**config.mk**
```make
export PLATFORM = sky130hd
export DESIGN_NAME = servo_pwm_gen
export DESIGN_NICKNAME = d
export VERILOG_FILES = /design/src/rtl/servo_pkg.sv /design/src/rtl/servo_tick_prescaler.sv /design/src/rtl/servo_pwm_gen.sv
export SDC_FILE = /design/constraint.sdc
export NUM_CORES = 1
export LEC_CHECK = 0
export CELL_PAD_IN_SITES_DETAIL_PLACEMENT = 0
export CELL_PAD_IN_SITES_GLOBAL_PLACEMENT = 2
export CORE_ASPECT_RATIO = 1.2
export CORE_MARGIN = 2
export CORE_UTILIZATION = 33
export DETAILED_ROUTE_END_ITERATION = 7
export PLACE_DENSITY = 0.76
export REMOVE_ABC_BUFFERS = 1
export SLEW_MARGIN = 20
export SYNTH_ARGS = -nofsm -noshare
export SYNTH_HDL_FRONTEND = slang
export SYNTH_SLANG_ARGS = --single-unit
export TNS_END_PERCENT = 50
```
**constraint.sdc**
```tcl
create_clock -name clk -period 2.6 [get_ports clk]
set_input_delay 0.39 -clock clk [delete_from_list [all_inputs] [get_ports clk]]
set_output_delay 0.39 -clock clk [all_outputs]
set_load 0.01 [all_outputs]
```
**src/rtl/servo_pkg.sv**
```systemverilog
// Shared servo constants and the duty clamp helper used by servo pulse blocks.
package servo_pkg;

  localparam logic [7:0] SERVO_DUTY_MIN    = 8'h06;
  localparam logic [7:0] SERVO_DUTY_MAX    = 8'h1a;
  localparam int         SERVO_FRAME_TICKS = 256;

  function automatic logic [7:0] servo_clamp(input logic [7:0] duty,
                                             input logic [7:0] lo,
                                             input logic [7:0] hi);
    if (duty < lo)      return lo;
    else if (duty > hi) return hi;
    else                return duty;
  endfunction

endpackage

```
**src/rtl/servo_tick_prescaler.sv**
```systemverilog
// Free-running tick prescaler: one tick every divClk+1 clocks.
module servo_tick_prescaler (
  input  logic        clk,
  input  logic        resetb,
  input  logic [15:0] divClk,
  output logic        tick
);

  logic [15:0] pcnt_q;

  // >= so that lowering divClk mid-count ticks at once instead of wrapping
  assign tick = (pcnt_q >= divClk);

  always_ff @(posedge clk or negedge resetb) begin
    if (!resetb)   pcnt_q <= '0;
    else if (tick) pcnt_q <= '0;
    else           pcnt_q <= pcnt_q + 16'd1;
  end

endmodule

```
**src/rtl/servo_pwm_gen.sv**
```systemverilog
// Framed servo PWM: clamps the duty command, applies an optional per-frame
// slew limit and enable gating at frame boundaries, drives a registered pulse.
module servo_pwm_gen
  import servo_pkg::*;
#(
  parameter int         FRAME_TICKS = SERVO_FRAME_TICKS,
  parameter logic [7:0] DUTY_MIN    = SERVO_DUTY_MIN,
  parameter logic [7:0] DUTY_MAX    = SERVO_DUTY_MAX,
  parameter int         MAX_STEP    = 0
) (
  input  logic        clk,
  input  logic        resetb,
  input  logic [7:0]  setPwm,
  input  logic [15:0] divClk,
  input  logic        enable,
  output logic        pwm,
  output logic        frame_start,
  output logic [7:0]  duty_cur,
  output logic        busy
);

  localparam logic [7:0] FRAME_LAST = 8'(FRAME_TICKS - 1);
  // A step wider than any possible distance behaves like 255
  localparam int         STEP_SAT   = (MAX_STEP > 255) ? 255 : MAX_STEP;
  localparam logic [8:0] STEP9      = 9'(STEP_SAT);
  localparam logic [7:0] STEP8      = 8'(STEP_SAT);

  logic       tick;
  logic       boundary;
  logic [7:0] tgt;
  logic [7:0] fcnt_q;
  logic [7:0] duty_q, duty_d;
  logic       primed_q, en_q, pwm_q, fs_q;
  logic       up;
  logic [8:0] diff9;

  servo_tick_prescaler u_presc (
    .clk    (clk),
    .resetb (resetb),
    .divClk (divClk),
    .tick   (tick)
  );

  assign tgt      = servo_clamp(setPwm, DUTY_MIN, DUTY_MAX);
  assign boundary = tick && (fcnt_q == FRAME_LAST);

  always_comb begin
    up     = (tgt > duty_q);
    diff9  = up ? ({1'b0, tgt} - {1'b0, duty_q}) : ({1'b0, duty_q} - {1'b0, tgt});
    duty_d = tgt;
    // Partial step lands strictly between duty_q and tgt, so 8 bits cannot wrap
    if (primed_q && (MAX_STEP != 0) && (diff9 > STEP9))
      duty_d = up ? (duty_q + STEP8) : (duty_q - STEP8);
  end

  always_ff @(posedge clk or negedge resetb) begin
    if (!resetb) begin
      fcnt_q   <= '0;
      duty_q   <= '0;
      primed_q <= 1'b0;
      en_q     <= 1'b0;
      pwm_q    <= 1'b0;
      fs_q     <= 1'b0;
    end else begin
      fs_q  <= boundary;
      pwm_q <= en_q && primed_q && (fcnt_q < duty_q);
      if (tick)
        fcnt_q <= boundary ? 8'd0 : (fcnt_q + 8'd1);
      if (boundary) begin
        duty_q   <= duty_d;
        primed_q <= 1'b1;
        en_q     <= enable;
      end
    end
  end

  assign pwm         = pwm_q;
  assign frame_start = fs_q;
  assign duty_cur    = duty_q;
  assign busy        = primed_q && (duty_q != tgt);

endmodule

```
==> results of run 1 <==
## layout make-up
class / instances / share of cell area
flip-flops and latches: 36 / 0.302
clock buffers: 8 / 0.0302
repair buffers: 54 / 0.171
multi-input cells: 166 / 0.425
well taps: 85 / 0.0356
inverters: 29 / 0.0364
## cells in the mapped netlist (all sizes together) (2+ instances only)
library cell  number  share of area
nor3               2         0.0045
a211oi             4          0.013
mux2i              5          0.022
nor4               2         0.0056
a21oi             11          0.025
nand4              8          0.022
buf                4          0.014
mux2               5          0.025
o21ai              6          0.013
xor2              10          0.039
nand3             11          0.025
o211ai             3          0.010
xnor2             10          0.039
or3                2         0.0056
a31oi              2         0.0056
nand2             12          0.020
and3               7          0.020
dfrtp             36           0.40
nor2              25          0.042
ha                25           0.14
inv               29          0.049
## through the flow
| step | setup TNS [ns] | instances | power [mW] | util |
|---|---|---|---|---|
| finish | 0 | 378 | 1.35 | 0.460 |
| global route | -0.0268 | 378 | 1.44 | 0.460 |
| CTS | 0 | 378 | 1.37 | 0.449 |
| detailed placement | -6.00 | 370 | 0.944 | 0.433 |
| global placement | -5.32 | 370 | 0.939 | 0.433 |
| floorplan | -0.789 | 231 | 0.823 | - |
## worst max-delay path, delay by kind of cell
| family | cells | cell delay [ns] |
|---|---|---|
| adder cells (fa/ha/maj) | 1 | 0.28 |
| buffers and inverters | 3 | 0.66 |
| AO/OA/AOI/OAI | 3 | 0.73 |
| AND/OR/NAND/NOR | 3 | 0.61 |
## logic make-up after synthesis
logic type               Yosys count
flip-flops                        36
adder cells (fa/ha/maj)           26
AND/OR/NAND/NOR                   77
AO/OA/AOI/OAI                     33
multiplexers                      10
XOR/XNOR                          20
buffers and inverters             33
## what timing repair did
| action | CTS | global route |
|---|---|---|
| endpoints found under the setup margin | 4 | 7 |
| endpoints found under the hold margin | 0 | 0 |
| resized for setup | 7 | 18 |
| pin swaps | 4 | 10 |
## placed cells by master, fill, tap and decap left out, drive strengths merged, types with 5 or more instances in the layout
master and count:
dfrtp 36, o21ai 6, mux2 5, clkdlybuf4s50 27
buf 19, clkbuf 8, a21oi 11, dlymetal6s2s 8
mux2i 5, ha 25, inv 29, nand2 12
nor2 25, xor2 10, xnor2 10, nand4 8
nand3 11, and3 7
## per-layer routing
layer,vias to the layer above,part of all wire
li1,924,-
met1,799,0.46
met2,38,0.49
met3,6,0.037
met4,0,0.013
met5,-,0
## power by group
| group | internal [mW] | total, mW | switching (mW) |
|---|---|---|---|
| sequential | 0.610 | 0.669 | 0.0596 |
| clock | 0.216 | 0.415 | 0.199 |
| combinational | 0.141 | 0.264 | 0.123 |
| total | 0.967 | 1.35 | 0.382 |
## worst max-delay path by stage
stage / end / from / slack (ns)
2_1_floorplan: duty_cur[1] / divClk[15] / -0.23
3_3_place_gp: busy / setPwm[6] / -0.33
3_5_place_dp: busy / setPwm[6] / -0.33
4_1_cts: busy / setPwm[6] / 0.04
5_1_grt: primed_q / divClk[1] / -0.03
6_report: primed_q / divClk[1] / 0.08
## flip-flops by register name, summed over array words and instances, names as in the netlist
name / flops
frame_start: 1
en_q: 1
fcnt_q: 8
duty_cur: 8
primed_q: 1
u_presc.pcnt_q: 16
pwm: 1
==> results.md, run 1 <==
Layout:
- The layout has 664 filler cells.
- Registers take 901 µm².
- The finished layout cell area is 2990 µm².
- The repair_antennas step left the layout with diodes totalling 0.
- The footprint of the multi-input gates is 1270 µm².
- Compared with the post-synthesis result, the final layout area differs by 33.1%.
- The net count of the finished layout is 344.
- The fraction of final layout cells with drive strength greater than 1 is 0.133.

Floorplanning:
- The die extent in y is 94.3 µm.
- The width of the die is 79.3 µm.
- After floorplanning, the core was sized to cover 6490 µm².
- The boundary pin count is 38.
- The count of standard-cell rows is 32.
- For this configuration, the core starts out at a cell density of 0.346.
- The die covers 7480 µm².

Clocking:
- The number of hold buffers added after CTS was 0.
- The maximum buffer depth of the clock tree is 2.
- The clock transition at the registers of the reported paths is 0.07 ns.
- The clock insertion delay at the later pin of the skew report is 0.29 ns.
- For this design, the sink count on the clock tree is 36.
- TritonCTS built the clock tree.
- Post-CTS timing repair inserted 0 buffers for setup.
- The clock tree root buffer cell is clkbuf_8.
- The H-tree was split into 2 levels.
- The number of clock buffers added by TritonCTS is 5.

Yosys:
- After technology mapping, the gate count stands at 235.
- After synthesis, the share of cell area in mux cells is 0.0474.
- The share of the synthesized area in compound gates (AO/OA/AOI/OAI) is 0.0948.
- In this run the mean area of a mapped cell was 9.55 µm².
- The count of cell types in the netlist is 41.
- The number of warnings printed during yosys synthesis is 0.
- The adder and majority gate portion of the synthesized area is 0.144.
- The main combinational cell family by area after synthesis is simple AND/OR/NAND/NOR gates.
- The sequential cell area fraction in the yosys report is 0.402.
- The async set-reset flop share out of synthesis is 1.00.
- The synthesized design contains 36 register bits.
- Of the total synthesized cell area, the portion taken by AND, OR, NAND and NOR gates is 0.172.
- The xor and xnor fraction of the mapped netlist area is 0.0781.
- The number of synthesized flops with an enable pin is 0.
- For this run, the leading register cell type out of synthesis is dfrtp_1.
- The area of the mapped netlist is 2240 µm².

Detailed routing:
- Wires add up to 4900 µm.
- After detailed routing, the number of vias per cell comes to 4.67.
- The post-detailed-route DRC marker count is 0.
- The number of search-and-repair iterations in the first detailed-routing pass is 4.
- The detail route stage leaves a number of antenna-violating nets equal to 0.
- The count of vias placed by the detailed router is 1767.
- The routed length per instance is 13.0 µm.
- For this block, the initial DRC count from the detailed router was 48.

Timing:
- The final critical path time including I/O delays and setup is 2.52 ns.
- The final setup slack of the worst path is 0.0825 ns.
- The count of pins over their slew limit is 0.
- Static timing analysis puts the maximum clock frequency at 0.397 GHz.
- Clock skew on the completed layout was measured at 0.00654 ns.
- Setup repair after global routing could not meet its margin everywhere.
- In the finished design, the share of the clock period the worst path needs comes to 0.968.
- Setup violations remaining at the end of the flow were counted as 0.
- Across all hold checks on the routed design, the worst slack comes to 0.203 ns.
- The remaining max-slew budget at the tightest pin is 0.442.
- At the pin with the least slew margin, the transition time is 0.837 ns.
- The final number of hold-violating endpoints is 0.

Global route:
- For this run, global-route usage on met3 was measured as 0.0240.
- The via count of the first global-routing pass is 1774.
- The met1 capacity usage during global routing is 0.176.
- The first-pass GRT wire length is 8080 µm.
- Entering global routing, the biggest net connects 37 pins.
- The most utilized layer in the global route result is met2.
- The initial antenna violation count was 0.
- In the global route stage, overall resource usage came out at 0.140.
- The fraction of met2 tracks used by global routing is 0.243.
- The overflow left after global routing is 0.

Run:
- The total of max-cap violations is 0.

Setup path:
- The critical path class is in -> reg.
- Along the worst path, the maximum fanout reaches 6.
- In this run the critical register-to-register path is launched from u_presc.pcnt_q[11].
- The worst setup path is launched from an input pin.
- The number of cells on the worst reg-to-reg path is 7.
- The standard cell with the maximum stage delay on the critical path is clkdlybuf4s50_1.
- The worst register-to-register path ends at duty_cur[2].
- Traced cell by cell, the critical path runs through clkdlybuf4s50_1, inv_1, ha_1, nor2b_1, o211ai_1, a31oi_1, a2111o_1, and2b_2, buf_4, or2_1.
- Setup slack on the worst reg-to-reg path comes out at 0.16 ns.
- At the worst endpoint, the arrival time is 2.69 ns.
- The worst endpoint required time is 2.77 ns.
- The delay of the slowest critical-path stage is 0.45 ns.
- The endpoint class of the critical path is a register.

Pwr:
- The power density over cell area is 451 nW/µm².
- The static power due to leakage is 1.52 nW.
- The peak supply drop is 0.175 mV.

Placement:
- The total placed instance area is 2810 µm².
- Prior to clock tree synthesis, the placed netlist has a worst setup slack of -0.329 ns.
- The post-DP HPWL is 3700 µm.
- Input and output buffers added on the ports amount to 37.
- The congestion estimate from routability-driven global placement came to 0.709.

Min path:
- The path class of the tightest hold or removal check is in -> async.

Outcome:
- The run finished with clean final reports.
(Power assumes the default switching activity.)
==> inputs of run 2 (changes only) <==
--- a/config.mk
+++ b/config.mk
@@ -12,7 +12,6 @@
 export CORE_UTILIZATION = 33
 export DETAILED_ROUTE_END_ITERATION = 7
 export PLACE_DENSITY = 0.76
-export REMOVE_ABC_BUFFERS = 1
 export SLEW_MARGIN = 20
 export SYNTH_ARGS = -nofsm -noshare
 export SYNTH_HDL_FRONTEND = slang
==> run 2 against run 1 <==
  * Via count grew 2.2%
  * Final cell count grew 1.9%
  * Sequential power grew 1%
  * Total power grew 5.9%
  * Clock skew shrank 0.0024 ns
  * Sequential share of layout area shrank 0.84 points
  * Clock power grew 19%
  * Clock-buffer cell count shrank 3
  * Non-clock buffer count grew 7
  * Critical path depth shrank 2
  * Wire length shrank 0.67%
  * Die area is the same
  * Critical endpoint is now busy
  * Largest cell class unchanged
==> results.md, run 2 (same netlist as run 1, synthesis figures left out) <==
Outcome:
- Outcome: complete, no violations (unchanged).

Timing:
- The maximum clock frequency was 0.403 GHz (was 0.397 GHz).
- The worst hold slack across all endpoints came to 0.521 ns (was 0.203 ns).
- The worst setup skew after layout is 0.00418 ns (was 0.00654 ns).
- The final number of hold-violating endpoints was 0 (unchanged).
- The number of setup violations in the final report came to 0 (unchanged).
- The post-route clock period utilization is 0.953 (was 0.968).
- The total negative slack for setup checks was 0 ns (unchanged).
- The actual slew at the worst max-slew pin came to 0.467 ns (was 0.837 ns).
- The count of pins over their slew limit is 0 (unchanged).
- The final critical path time including I/O delays and setup is 2.48 ns (was 2.52 ns).
- The remaining max-slew budget at the tightest pin was 0.689 (was 0.442).

Clocking:
- The H-tree depth is 2 (unchanged).
- The clock transition at the registers of the reported paths is 0.07 ns (about the same).
- The CTS tree was yes (unchanged).
- The clock insertion delay at the later pin of the skew report is 0.29 ns (about the same).
- The maximum buffer depth of the clock tree is 2 (unchanged).
- The clock tree root buffer cell is clkbuf_8 (unchanged).
- The total clock sinks was 36 (unchanged).
- The number of buffers created by CTS is 5 (unchanged).
- The count of hold buffers inserted by post-cts repair is 0 (unchanged).

Detailed routing:
- The routed length per instance came to 12.6 µm (was 13.0 µm).
- The remaining antenna violation count after routing was 0 (unchanged).
- The top layer used by detailed routing is met4 (unchanged).
- The via density per instance is 4.69 (was 4.67).
- The post-detailed-route DRC marker count is 0 (unchanged).
- The wire length after detailed routing is 4870 µm (was 4900 µm).
- The number of search-and-repair iterations in the first detailed-routing pass is 4 (unchanged).
- The number of violations reported at the end of detailed-routing iteration 0 is 71 (was 48).
- The detailed route wirelength on metal3 came to 170 µm (was 183 µm).
- The count of vias placed by the detailed router is 1806 (was 1767).
- The met2 wire length is 2430 µm (was 2420 µm).
- The post-route met1 wirelength is 2220 µm (was 2240 µm).

Global route:
- The initial antenna violation count is 0 (unchanged).
- The overflow left after global routing was 0 (unchanged).
- The first-pass GRT wire length is 8000 µm (was 8080 µm).
- The global-route usage over all layers is 0.138 (was 0.140).
- The via count of the first global-routing pass came to 1752 (was 1774).
- The pin count of the biggest net entering global routing is 37 (unchanged).

Setup path:
- The cell repeated most along the worst path is nand3_1.
- The setup slack of the worst register-to-register path was 0.23 ns (was 0.16 ns).
- Cell chain of the critical path: clkdlybuf4s50_1, nand3_1, o21ai_0, or3_4, xnor2_2, nand3_1, o31a_1, buf_2 (was clkdlybuf4s50_1, inv_1, ha_1, nor2b_1, o211ai_1, a31oi_1, a2111o_1, and2b_2, buf_4, or2_1).
- The worst endpoint data arrival time is 2.09 ns (was 2.69 ns).
- The largest driver fanout on the critical path came to 4 (was 6).
- The launching element type of the critical path was an input pin (unchanged).
- The delay of the slowest critical-path stage is 0.47 ns (was 0.45 ns).
- The worst endpoint required time is 2.21 ns (was 2.77 ns).
- The end of the worst register-to-register path is duty_cur[1] (was duty_cur[2]).
- The number of cells on the worst reg-to-reg path came to 7 (unchanged).
- The critical path class is in -> out (was in -> reg).
- The standard cell with the maximum stage delay on the critical path is clkdlybuf4s50_1 (unchanged).
- The worst flop-to-flop path startpoint is u_presc.pcnt_q[10] (was u_presc.pcnt_q[11]).
- The endpoint class of the critical path is an output pin (was register).

Min path:
- The instance count along the most critical hold path is 1.
- The path type of the worst min-delay path is reg -> reg (was in -> async).
- The source of the worst hold timing path is primed_q.
- The worst hold path terminates at primed_q.

Layout:
- Most frequent cells in the layout: dfrtp_1, clkdlybuf4s50_1, inv_1 (unchanged).
- The antenna diode count is 0 (unchanged).
- The final core area utilization came to 0.474 (was 0.460).
- The leading cell type in the layout, fill and taps excluded is dfrtp_1 (unchanged).
- The net count of the finished layout was 351 (was 344).
- The fraction of final layout cells with drive strength greater than 1 is 0.157 (was 0.133).
- The area growth from synthesis to layout is 36.9% (was 33.1%).
- The number of flip-flops in the largest register is 16 (unchanged).
- The count of fill cells added during filler insertion came to 647 (was 664).
- The largest register by flop count is u_presc.pcnt_q (unchanged).

Yosys:
- When the netlist entered floorplanning its net count stood at 287.

Floorplanning:
- The core area is 6490 µm² (unchanged).
- The boundary pin count was 38 (unchanged).
- The overall die area is 7480 µm² (unchanged).
- The count of standard-cell rows is 32 (unchanged).
- The initial standard-cell utilization of the core is 0.346 (unchanged).
- The die extent in y came to 94.3 µm (unchanged).
- The width of the die was 79.3 µm (unchanged).

Placement:
- The number of port buffers is 37 (unchanged).
- The post-DP HPWL is 3660 µm (was 3700 µm).
- The weighted congestion reported at the end of routability-driven placement is 0.752 (was 0.709).

Pwr:
- The static power due to leakage is 1.57 nW (was 1.52 nW).
- The power density over cell area is 465 nW/µm² (was 451 nW/µm²).
- The peak supply drop is 0.250 mV (was 0.175 mV).
- The post-layout total power is 1.43 mW (was 1.35 mW).

Run:
- The total of max-cap violations was 0 (unchanged).
[run 2: worst max-delay path by stage]
stage | startpoint | end | slack (ns) | depth (start not counted)
detailed placement | setPwm[6] | busy | -0.34 | 7
floorplan | divClk[15] | duty_cur[1] | 0.27 | 9
global placement | setPwm[6] | busy | -0.30 | 7
finish | setPwm[2] | busy | 0.12 | 8
CTS | divClk[14] | duty_cur[3] | 0.01 | 10
global route | divClk[15] | duty_cur[1] | -0.005 | 9
[run 2: metal layers]
layer / global-route usage / up-vias
li1: - / 940
met1: 0.168 / 831
met2: 0.246 / 31
met3: 0.0269 / 4
met4: 0.0388 / 0
met5: 0 / -
[run 2: cell type report]
| cell class | count | area (µm²) | share of cell area |
|---|---|---|---|
| inverters | 29 | 109 | 0.0354 |
| well taps | 85 | 106 | 0.0346 |
| clock buffers | 5 | 68.8 | 0.0224 |
| multi-input cells | 166 | 1270 | 0.413 |
| repair buffers | 61 | 576 | 0.187 |
| clock inverters | 3 | 42.5 | 0.0138 |
| flip-flops and latches | 36 | 901 | 0.293 |
[run 2: where the power goes]
part / switching (mW) / total (mW) / internal (mW)
combinational: 0.113 / 0.259 / 0.146
clock: 0.209 / 0.492 / 0.284
sequential: 0.0671 / 0.677 / 0.610
[run 2: through the flow]
step	instance area [µm²]	worst slack, ns	std cells
3_3_place_gp	2850	-0.305	374
3_5_place_dp	2850	-0.341	374
5_1_grt	3070	-0.00451	385
2_1_floorplan	2240	0.272	235
4_1_cts	2970	0.0103	382
6_report	3070	0.122	385
[run 2: critical path, delay by kind of cell]
| family | cells | cell delay, ns |
|---|---|---|
| AND/OR/NAND/NOR | 3 | 0.55 |
| XOR/XNOR | 1 | 0.16 |
| AO/OA/AOI/OAI | 2 | 0.38 |
| buffers and inverters | 2 | 0.61 |
[run 2: repair_timing]
item / 4_1_cts / 5_1_grt
resized for setup: 7 / 20
pin swaps: 2 / 12
setup buffers: 0 / 3
endpoints found under the setup margin: 2 / 25
==> inputs of run 3 (changes only) <==
--- a/config.mk
+++ b/config.mk
@@ -5,7 +5,8 @@
 export SDC_FILE = /design/constraint.sdc
 export NUM_CORES = 1
 export LEC_CHECK = 0
-export CELL_PAD_IN_SITES_DETAIL_PLACEMENT = 0
+export CAP_MARGIN = 5
+export CELL_PAD_IN_SITES_DETAIL_PLACEMENT = 1
 export CELL_PAD_IN_SITES_GLOBAL_PLACEMENT = 2
 export CORE_ASPECT_RATIO = 1.2
 export CORE_MARGIN = 2
==> run 3 against run 2 <==
  * Via count grew 3.9%
  * Total power grew 1.6%
  * Clock power grew 1%
  * Fmax shrank 0.53%
  * Sequential cell count is the same
  * Clock-buffer cell count is the same
  * Cell area grew 0.28%
  * Largest cell class unchanged
  * Critical path depth is the same
  * Sequential share of layout area shrank 0.083 points
  * Combinational power grew 6%
  * Sequential power grew 0.6%
  * First-iteration DRC count shrank 31%
==> results.md, run 3 (same netlist as run 1, synthesis figures left out) <==
Outcome:
- Outcome: complete, no violations (unchanged).

Global route:
- The global-route usage over all layers is 0.151 (was 0.138).
- The initial antenna violation count is 0 (unchanged).
- The overflow left after global routing is 0 (unchanged).
- The via count of the first global-routing pass is 1956 (was 1752).
- The first-pass GRT wire length came to 8890 µm (was 8000 µm).
- The pin count of the biggest net entering global routing is 37 (unchanged).

Floorplanning:
- The overall die area is 7480 µm² (unchanged).
- The boundary pin count is 38 (unchanged).
- The width of the die is 79.3 µm (unchanged).
- The initial standard-cell utilization of the core is 0.346 (unchanged).
- The die extent in y is 94.3 µm (unchanged).
- The core area is 6490 µm² (unchanged).
- The count of standard-cell rows is 32 (unchanged).

Timing:
- The final setup slack of the worst path was 0.108 ns (was 0.122 ns).
- The actual slew at the worst max-slew pin came to 0.469 ns (was 0.467 ns).
- The post-route clock period utilization is 0.958 (was 0.953).
- The final number of hold-violating endpoints is 0 (unchanged).
- The number of setup violations in the final report is 0 (unchanged).
- The final critical path time including I/O delays and setup came to 2.49 ns (was 2.48 ns).
- The total negative slack for setup checks is 0 ns (unchanged).
- The worst setup skew after layout came to 0.00530 ns (was 0.00418 ns).
- The maximum clock frequency is 0.401 GHz (was 0.403 GHz).
- The count of pins over their slew limit is 0 (unchanged).
- The remaining max-slew budget at the tightest pin is 0.687 (was 0.689).

Placement:
- The post-DP HPWL is 4060 µm (was 3660 µm).
- The total placed instance area was 2850 µm² (unchanged).
- The number of placed instances, taps included is 374 (unchanged).
- The weighted congestion reported at the end of routability-driven placement came to 0.752 (unchanged).
- The number of port buffers was 37 (unchanged).
- The worst setup timing slack at the placement stage is -0.360 ns (was -0.341 ns).

Layout:
- The leading cell type in the layout, fill and taps excluded is dfrtp_1 (unchanged).
- The area growth from synthesis to layout is 37.3% (was 36.9%).
- Most frequent cells in the layout: dfrtp_1, clkdlybuf4s50_1, inv_1 (unchanged).
- The non-filler instance count after layout came to 385 (unchanged).
- The antenna diode count is 0 (unchanged).
- The largest register by flop count is u_presc.pcnt_q (unchanged).
- The finished layout cell area is 3080 µm² (was 3070 µm²).
- The net count of the finished layout is 351 (unchanged).
- The fraction of final layout cells with drive strength greater than 1 came to 0.160 (was 0.157).
- The number of flip-flops in the largest register is 16 (unchanged).

Pwr:
- The static power due to leakage is 1.57 nW (about the same).
- The peak supply drop is 0.306 mV (was 0.250 mV).
- The power density over cell area is 471 nW/µm² (was 465 nW/µm²).

Setup path:
- The delay of the slowest critical-path stage is 0.47 ns (about the same).
- The endpoint class of the critical path is an output pin (unchanged).
- The critical path class was in -> out (unchanged).
- The worst endpoint data arrival time is 2.10 ns (was 2.09 ns).
- The cell repeated most along the worst path is nand3_1 (unchanged).
- The launching element type of the critical path was an input pin (unchanged).
- Cell chain of the critical path: clkdlybuf4s50_1, nand3_1, o21ai_0, or3_4, xnor2_2, nand3_1, o31a_1, buf_2 (unchanged).
- The standard cell with the maximum stage delay on the critical path is clkdlybuf4s50_1 (unchanged).
- The worst endpoint required time is 2.21 ns (about the same).
- The largest driver fanout on the critical path is 4 (unchanged).
- The family with the most delay on the worst path is buffers and inverters (unchanged).
- The worst path buffer plus inverter count is 2 (unchanged).

Clocking:
- The H-tree depth came to 2 (unchanged).
- The clock transition at the registers of the reported paths is 0.08 ns (was 0.07 ns).
- The count of hold buffers inserted by post-cts repair is 0 (unchanged).
- The clock tree root buffer cell is clkbuf_8 (unchanged).
- The clock insertion delay at the later pin of the skew report came to 0.29 ns (about the same).
- The maximum buffer depth of the clock tree is 2 (unchanged).
- The CTS tree is yes (unchanged).
- The total clock sinks is 36 (unchanged).
- The number of buffers created by CTS is 5 (unchanged).

Detailed routing:
- The post-detailed-route DRC marker count is 0 (unchanged).
- The wire length after detailed routing came to 5360 µm (was 4870 µm).
- The routed length per instance came to 13.9 µm (was 12.6 µm).
- The count of vias placed by the detailed router is 1877 (was 1806).
- The via density per instance was 4.88 (was 4.69).
- The remaining antenna violation count after routing is 0 (unchanged).
- The number of violations reported at the end of detailed-routing iteration 0 is 49 (was 71).
- The number of search-and-repair iterations in the first detailed-routing pass is 4 (unchanged).

Yosys:
- The net count of the mapped netlist is 287 (unchanged).

Min path:
- The path type of the worst min-delay path is reg -> reg (unchanged).

Run:
- The total of max-cap violations was 0 (unchanged).
-- run 3: final timing paths --
check                              startpoint                end  slack (ns)  cells after the start
min in group asynchronous              resetb          fcnt_q[7]        0.54                      2
max reg2reg                u_presc.pcnt_q[10]               en_q        0.21                      7
min reg2reg                          primed_q           primed_q        0.52                      1
max in group asynchronous              resetb  u_presc.pcnt_q[0]        1.74                      2
max                                 setPwm[2]               busy        0.11                      8
min                                  primed_q           primed_q        0.52                      1
-- run 3: layout make-up --
class                           instances  area (µm²)
Fill cell                             763        3410
Multi-Input combinational cell        166        1280
Sequential cell                        36         901
Timing Repair Buffer                   61         572
Inverter                               29         109
Tap cell                               85         106
Clock buffer                            5        68.8
Clock inverter                          3        42.5
-- run 3: power by group --
part	total [mW]	internal, mW	switching, mW
Sequential	0.681	0.609	0.0713
Clock	0.497	0.284	0.213
Combinational	0.274	0.153	0.121
Total	1.45	1.05	0.406
-- run 3: per-stage QoR --
step	total power, mW	hold slack, ns	utilization
3_5_place_dp	0.958	0.496	0.439
5_1_grt	1.55	0.563	0.475
2_1_floorplan	0.823	0.0944	-
3_3_place_gp	0.947	0.486	0.439
4_1_cts	1.46	0.516	0.458
6_report	1.45	0.517	0.475
-- run 3: repair_timing --
action,in CTS,in global routing
setup buffers,0,3
resized for setup,7,20
cloned,0,0
pin swaps,2,11
setup endpoints to repair,3,25
-- run 3: per-layer routing --
metal,track usage,routed length (µm),up-vias
met4,0.0474,66,0
met1,0.174,2290,906
met3,0.0250,182,6
met2,0.283,2830,30
met5,0,0,-
li1,-,-,935
